File: src/rtl/pipeline_hazard_ctrl.sv
// Hazard sequencer for the 5-stage pipeline: load-use stalls, branch squash, memory freeze,
// HALT drain/park. Optional perf counters when HAZ_PERF_CNT_EN is defined.
module pipeline_hazard_ctrl #(
    parameter logic [3:0]  LOAD_OP      = 4'b1000,
    parameter int unsigned FLUSH_CYCLES = 1,
    parameter int unsigned DRAIN_CYCLES = 3,
    parameter int unsigned CNT_W        = 16
) (
    input  logic             clk,
    input  logic             rst,
    input  logic [15:0]      id_instr,
    input  logic             id_uses_rt,
    input  logic             ex_mem_read,
    input  logic [3:0]       ex_rd,
    input  logic             branch_taken_ex,
    input  logic             halt_req,
    input  logic             mem_wait,
    input  logic             resume,
    output logic             stall_pc,
    output logic             ifid_hold,
    output logic             ifid_flush,
    output logic             idex_flush,
    output logic             pipe_freeze,
    output logic             halted,
    output logic [2:0]       state_o
`ifdef HAZ_PERF_CNT_EN
    ,
    output logic [CNT_W-1:0] stall_cnt,
    output logic [CNT_W-1:0] flush_cnt,
    output logic [CNT_W-1:0] freeze_cnt
`endif
);

    typedef enum logic [2:0] {
        StRun    = 3'd0,
        StFlush  = 3'd1,
        StDrain  = 3'd2,
        StHalted = 3'd3
    } state_e;

    localparam logic [7:0] FlushLoad = 8'(FLUSH_CYCLES - 1);
    localparam logic [7:0] DrainLoad = 8'(DRAIN_CYCLES - 1);

    state_e     state_q, state_d;
    logic [7:0] fl_cnt_q, fl_cnt_d;
    logic [7:0] dr_cnt_q, dr_cnt_d;
    logic       lu;

    // Opcode field and LOAD_OP are informational only; loads are flagged by ex_mem_read.
    logic unused_id_bits;
    assign unused_id_bits = ^{id_instr[15:8], LOAD_OP};

    assign lu = ex_mem_read && (ex_rd != 4'd0) &&
                ((ex_rd == id_instr[7:4]) || (id_uses_rt && (ex_rd == id_instr[3:0])));

    assign state_o = state_q;

    always_ff @(posedge clk or negedge rst) begin
        if (!rst) begin
            state_q  <= StRun;
            fl_cnt_q <= 8'd0;
            dr_cnt_q <= 8'd0;
        end else begin
            state_q  <= state_d;
            fl_cnt_q <= fl_cnt_d;
            dr_cnt_q <= dr_cnt_d;
        end
    end

    always_comb begin
        state_d     = state_q;
        fl_cnt_d    = fl_cnt_q;
        dr_cnt_d    = dr_cnt_q;
        stall_pc    = 1'b0;
        ifid_hold   = 1'b0;
        ifid_flush  = 1'b0;
        idex_flush  = 1'b0;
        pipe_freeze = 1'b0;
        halted      = 1'b0;
        // Outputs are gated while reset is held so hazard inputs cannot leak through.
        if (!rst) begin
            state_d = StRun;
        end else if (mem_wait) begin
            pipe_freeze = 1'b1;
        end else begin
            unique case (state_q)
                StRun: begin
                    if (branch_taken_ex) begin
                        ifid_flush = 1'b1;
                        idex_flush = 1'b1;
                        if (FLUSH_CYCLES > 1) begin
                            fl_cnt_d = FlushLoad;
                            state_d  = StFlush;
                        end
                    end else if (halt_req) begin
                        stall_pc   = 1'b1;
                        ifid_hold  = 1'b1;
                        idex_flush = 1'b1;
                        if (DRAIN_CYCLES > 1) begin
                            dr_cnt_d = DrainLoad;
                            state_d  = StDrain;
                        end else begin
                            state_d = StHalted;
                        end
                    end else if (lu) begin
                        stall_pc   = 1'b1;
                        ifid_hold  = 1'b1;
                        idex_flush = 1'b1;
                    end
                end
                StFlush: begin
                    ifid_flush = 1'b1;
                    idex_flush = 1'b1;
                    if (branch_taken_ex) begin
                        fl_cnt_d = FlushLoad;
                    end else begin
                        if (fl_cnt_q != 8'd0) fl_cnt_d = fl_cnt_q - 8'd1;
                        if (fl_cnt_q <= 8'd1) state_d = StRun;
                    end
                end
                StDrain: begin
                    if (branch_taken_ex) begin
                        // Older branch resolved taken: the HALT was on the wrong path.
                        ifid_flush = 1'b1;
                        idex_flush = 1'b1;
                        dr_cnt_d   = 8'd0;
                        state_d    = StRun;
                    end else begin
                        stall_pc   = 1'b1;
                        ifid_hold  = 1'b1;
                        idex_flush = 1'b1;
                        if (dr_cnt_q != 8'd0) dr_cnt_d = dr_cnt_q - 8'd1;
                        if (dr_cnt_q <= 8'd1) state_d = StHalted;
                    end
                end
                StHalted: begin
                    pipe_freeze = 1'b1;
                    halted      = 1'b1;
                    stall_pc    = 1'b1;
                    if (resume) state_d = StRun;
                end
                default: begin
                    state_d = StRun;
                end
            endcase
        end
    end

`ifdef HAZ_PERF_CNT_EN
    logic [CNT_W-1:0] stall_cnt_q, flush_cnt_q, freeze_cnt_q;

    always_ff @(posedge clk or negedge rst) begin
        if (!rst) begin
            stall_cnt_q  <= '0;
            flush_cnt_q  <= '0;
            freeze_cnt_q <= '0;
        end else begin
            // ifid_hold marks load-use and drain stalls, excluding the parked state.
            if (ifid_hold && (stall_cnt_q != '1)) stall_cnt_q <= stall_cnt_q + 1'b1;
            if (ifid_flush && (flush_cnt_q != '1)) flush_cnt_q <= flush_cnt_q + 1'b1;
            if (mem_wait && (freeze_cnt_q != '1)) freeze_cnt_q <= freeze_cnt_q + 1'b1;
        end
    end

    assign stall_cnt  = stall_cnt_q;
    assign flush_cnt  = flush_cnt_q;
    assign freeze_cnt = freeze_cnt_q;
`endif

endmodule

File: config.mk
export PLATFORM = sky130hd
export DESIGN_NAME = pipeline_hazard_ctrl
export DESIGN_NICKNAME = d
export VERILOG_FILES = /design/src/rtl/pipeline_hazard_ctrl.sv
export SDC_FILE = /design/constraint.sdc
export NUM_CORES = 1
export LEC_CHECK = 0
export ABC_AREA = 0
export BUFFER_PORTS_ARGS = -buffer_cell sky130_fd_sc_hd__buf_4
export CORE_MARGIN = 3
export CORE_UTILIZATION = 53
export DETAILED_ROUTE_END_ITERATION = 10
export HOLD_SLACK_MARGIN = 0.03
export PLACE_DENSITY = 0.91
export SETUP_SLACK_MARGIN = 0.02
export SYNTH_ARGS = -nofsm -noshare
export SYNTH_HDL_FRONTEND = slang
export SYNTH_SLANG_ARGS = --single-unit
export TNS_END_PERCENT = 10
File: constraint.sdc
create_clock -name clk -period 2.62 [get_ports clk]
set_input_delay 0.262 -clock clk [delete_from_list [all_inputs] [get_ports clk]]
set_output_delay 0.262 -clock clk [all_outputs]
set_load 0.02 [all_outputs]
==> metrics.csv <==
metric;value;unit
insertion_delay;0.30;ns
synth_cell_types;48;
syn_nets;200;
power_density;470;mW/mm2
antenna_left;0;
synth_adder_area_share;6.89;%
grt.overflow.total;0;
grt_pass1_vias;1335;
path_buf_inv;1;
crit_top_cell;o21ai_0;
grt_pass1_wl;5650;um
holdWs;0.263;ns
grtUsageTotal;21.0;%
cap_violations;0;
reg2reg_from;state_o[0];
clk_pin_slew_worst_paths;0.11;ns
ys_ff_latch;18;
routed_via_density;6.06;
portBuffers;27;
synthFlopType;dfrtp_1;
synth_edf_count;0;
drive_gt1_share;20.8;%
crit_fanout;7;
holdCritPathClass;input port to flop;
cts_num_sinks;18;
finalWorstSetupSlack;0.529;ns
final_cell_mix;buf_4 (28), dfrtp_1 (18), nand2_1 (13);
routed_wl;3260;um
syn_to_final_growth;18.6;%
period_share;79.8;%
finalClockSkew;0.00830;ns
maxSlewHeadroom;49.4;%
antenna_found_initial;0;
core.rowCount;18;
n_fill_cell;196;
final_common_cell;buf_4;
period_minus_slack;2.09;ns
cts_tree;done;
avgSynthCellArea;8.86;um2
synthMuxAreaShare;6.37;%
synth-xor-area-share;6.03;%
antenna_cells;0;
die_w;58.4;um
fin_area;0.00172;mm2
dr.first_iter.drc_count;50;
crit_arrival;2.32;ns
setup_viol;0;
post_cts.repair.setup_buffers;0;
synth_top_family_by_area;simple AND/OR/NAND/NOR gates;
clock-root-buffer;clkbuf_4;
initial_core_util;57.1;%
die_y;58.4;um
critical-path-top-delay-family;compound AO/OA/AOI/OAI gates;
grt_setup_unrepaired;false;
routedWlPerCell;14.7;um
outcome;finished, final reports clean;
core;0.00254;mm2
die_area;0.00340;mm2
fmax;478;MHz
startpoint_type;flop;
firstDrtPassIters;4;
post-dp-hpwl;2580;um
min-delay-start;branch_taken_ex;
yosysWarnings;0;
power.leakage;0.816;nW
pre_cts_ws;0.539;ns
nets;229;
slew_violations;0;
syn_inst;164;
placement.cell_area;0.00168;mm2
worstSetupPathType;flop to flop;
cp-end-kind;flop;
critical_path.max_stage_delay;0.60;ns
cts_max_level;1;
gp_congestion;0.865;
drc;0;
cts.path.max_buffers;2;
vias;1345;
synthSimpleGateAreaFrac;23.2;%
fin_tns_setup;0;ns
cp_cell_sequence;inv_1, ha_1, and3b_1, o21ai_0, o21ai_0, mux2i_1;
yosysSeqAreaShare;31.0;%
netlist_area;0.00145;mm2
required;2.85;ns
hold_viol;0;
grt_max_degree;28;
synthArstFlopShare;100;%
pin_count;37;
vdd_drop_max;0.464;mV
synth-compound-area-share;22.3;%
post_cts_resized;0;
tightest_slew;0.751;ns
startpoint;state_o[0];
cp_slowest_cell;o21ai_0;
cts_buffers;3;
-- where the power goes --
part	leakage (nW)	total (W)	internal, W	switching (W)
registers	0.242	0.000352	0.000309	0.0000427
logic	0.553	0.000284	0.000124	0.000160
clock network	0.0210	0.000173	0.0000849	0.0000884
-- cell families (layout without fill, tap and decap cells) --
family / count (synthesis) / count (layout)
multiplexers: 9 / 9
AO/OA/AOI/OAI: 44 / 44
other: 1 / 1
buffers and inverters: 14 / 42
adder cells (fa/ha/maj): 8 / 8
AND/OR/NAND/NOR: 60 / 60
flip-flops: 18 / 18
XOR/XNOR: 10 / 10
-- final timing paths --
check	end	slack [ns]	cells after the start
worst max register to register	dr_cnt_q[5]	0.53	6
worst min-delay path	fl_cnt_q[1]	0.26	2
max in group asynchronous	state_o[1]	2.01	2
worst min register to register	fl_cnt_q[1]	0.53	2
worst max-delay path	dr_cnt_q[5]	0.53	6
min in group asynchronous	dr_cnt_q[7]	0.37	2
-- state kept, by name (all words and copies together), names as in the netlist --
name and cells:
dr_cnt_q 8, fl_cnt_q 8, state_o 2
-- Yosys cell counts, drive strengths merged, types with 2 or more instances --
master / n / area (um2)
ha: 8 / 100
dfrtp: 18 / 450
and2: 2 / 12.5
nor3: 4 / 20.0
inv: 9 / 33.8
and3b: 2 / 17.5
a21o: 4 / 31.3
and2b: 3 / 22.5
nand2b: 6 / 37.5
xor2: 7 / 61.3
o22ai: 2 / 12.5
mux2i: 7 / 70.1
o41ai: 3 / 41.3
or4: 4 / 33.8
nor2: 11 / 41.3
nor2b: 3 / 18.8
nor4: 4 / 31.3
or3: 3 / 18.8
o21a: 2 / 15.0
clkbuf: 4 / 16.3
o21ai: 12 / 60.1
a21oi: 6 / 30.0
mux2: 2 / 22.5
a221oi: 2 / 17.5
xnor2: 3 / 26.3
o211ai: 2 / 15.0
o31ai: 3 / 22.5
nand2: 13 / 48.8
-- through the flow --
step	std cells	power (W)	utilization [%]
floorplan	164	0.000545	-
global placement	217	0.000614	65.9
detailed placement	217	0.000637	65.9
CTS	222	0.000812	67.7
global route	222	0.000870	67.7
finish	222	0.000810	67.7
-- routing by layer --
| metal | track usage, % | part of all wire, % |
|---|---|---|
| met1 | 24.4 | 43 |
| met2 | 37.3 | 52 |
| met3 | 5.70 | 4.2 |
| met4 | 6.62 | 0.83 |
| met5 | 0 | 0 |
-- final cells by class --
class	instances	area (um2)	share of cell area, %
well taps	30	37.5	2.18
repair buffers	29	220	12.8
clock buffers	4	36.3	2.11
multi-input cells	132	945	54.8
flip-flops and latches	18	450	26.1
inverters	9	33.8	1.96
-- worst reg2reg max path, delay by kind of cell (launching register included) --
family | cells | cell delay (ns)
flip-flops | 1 | 0.46
adder cells (fa/ha/maj) | 1 | 0.28
multiplexers | 1 | 0.18
AND/OR/NAND/NOR | 1 | 0.23
buffers and inverters | 1 | 0.10
AO/OA/AOI/OAI | 2 | 0.77
-- timing repair --
item | CTS | global route
hold buffers | 1 | 0
endpoints found under the hold margin | 18 | 0
endpoints found under the setup margin | 0 | 0
(Power assumes the default switching activity.)
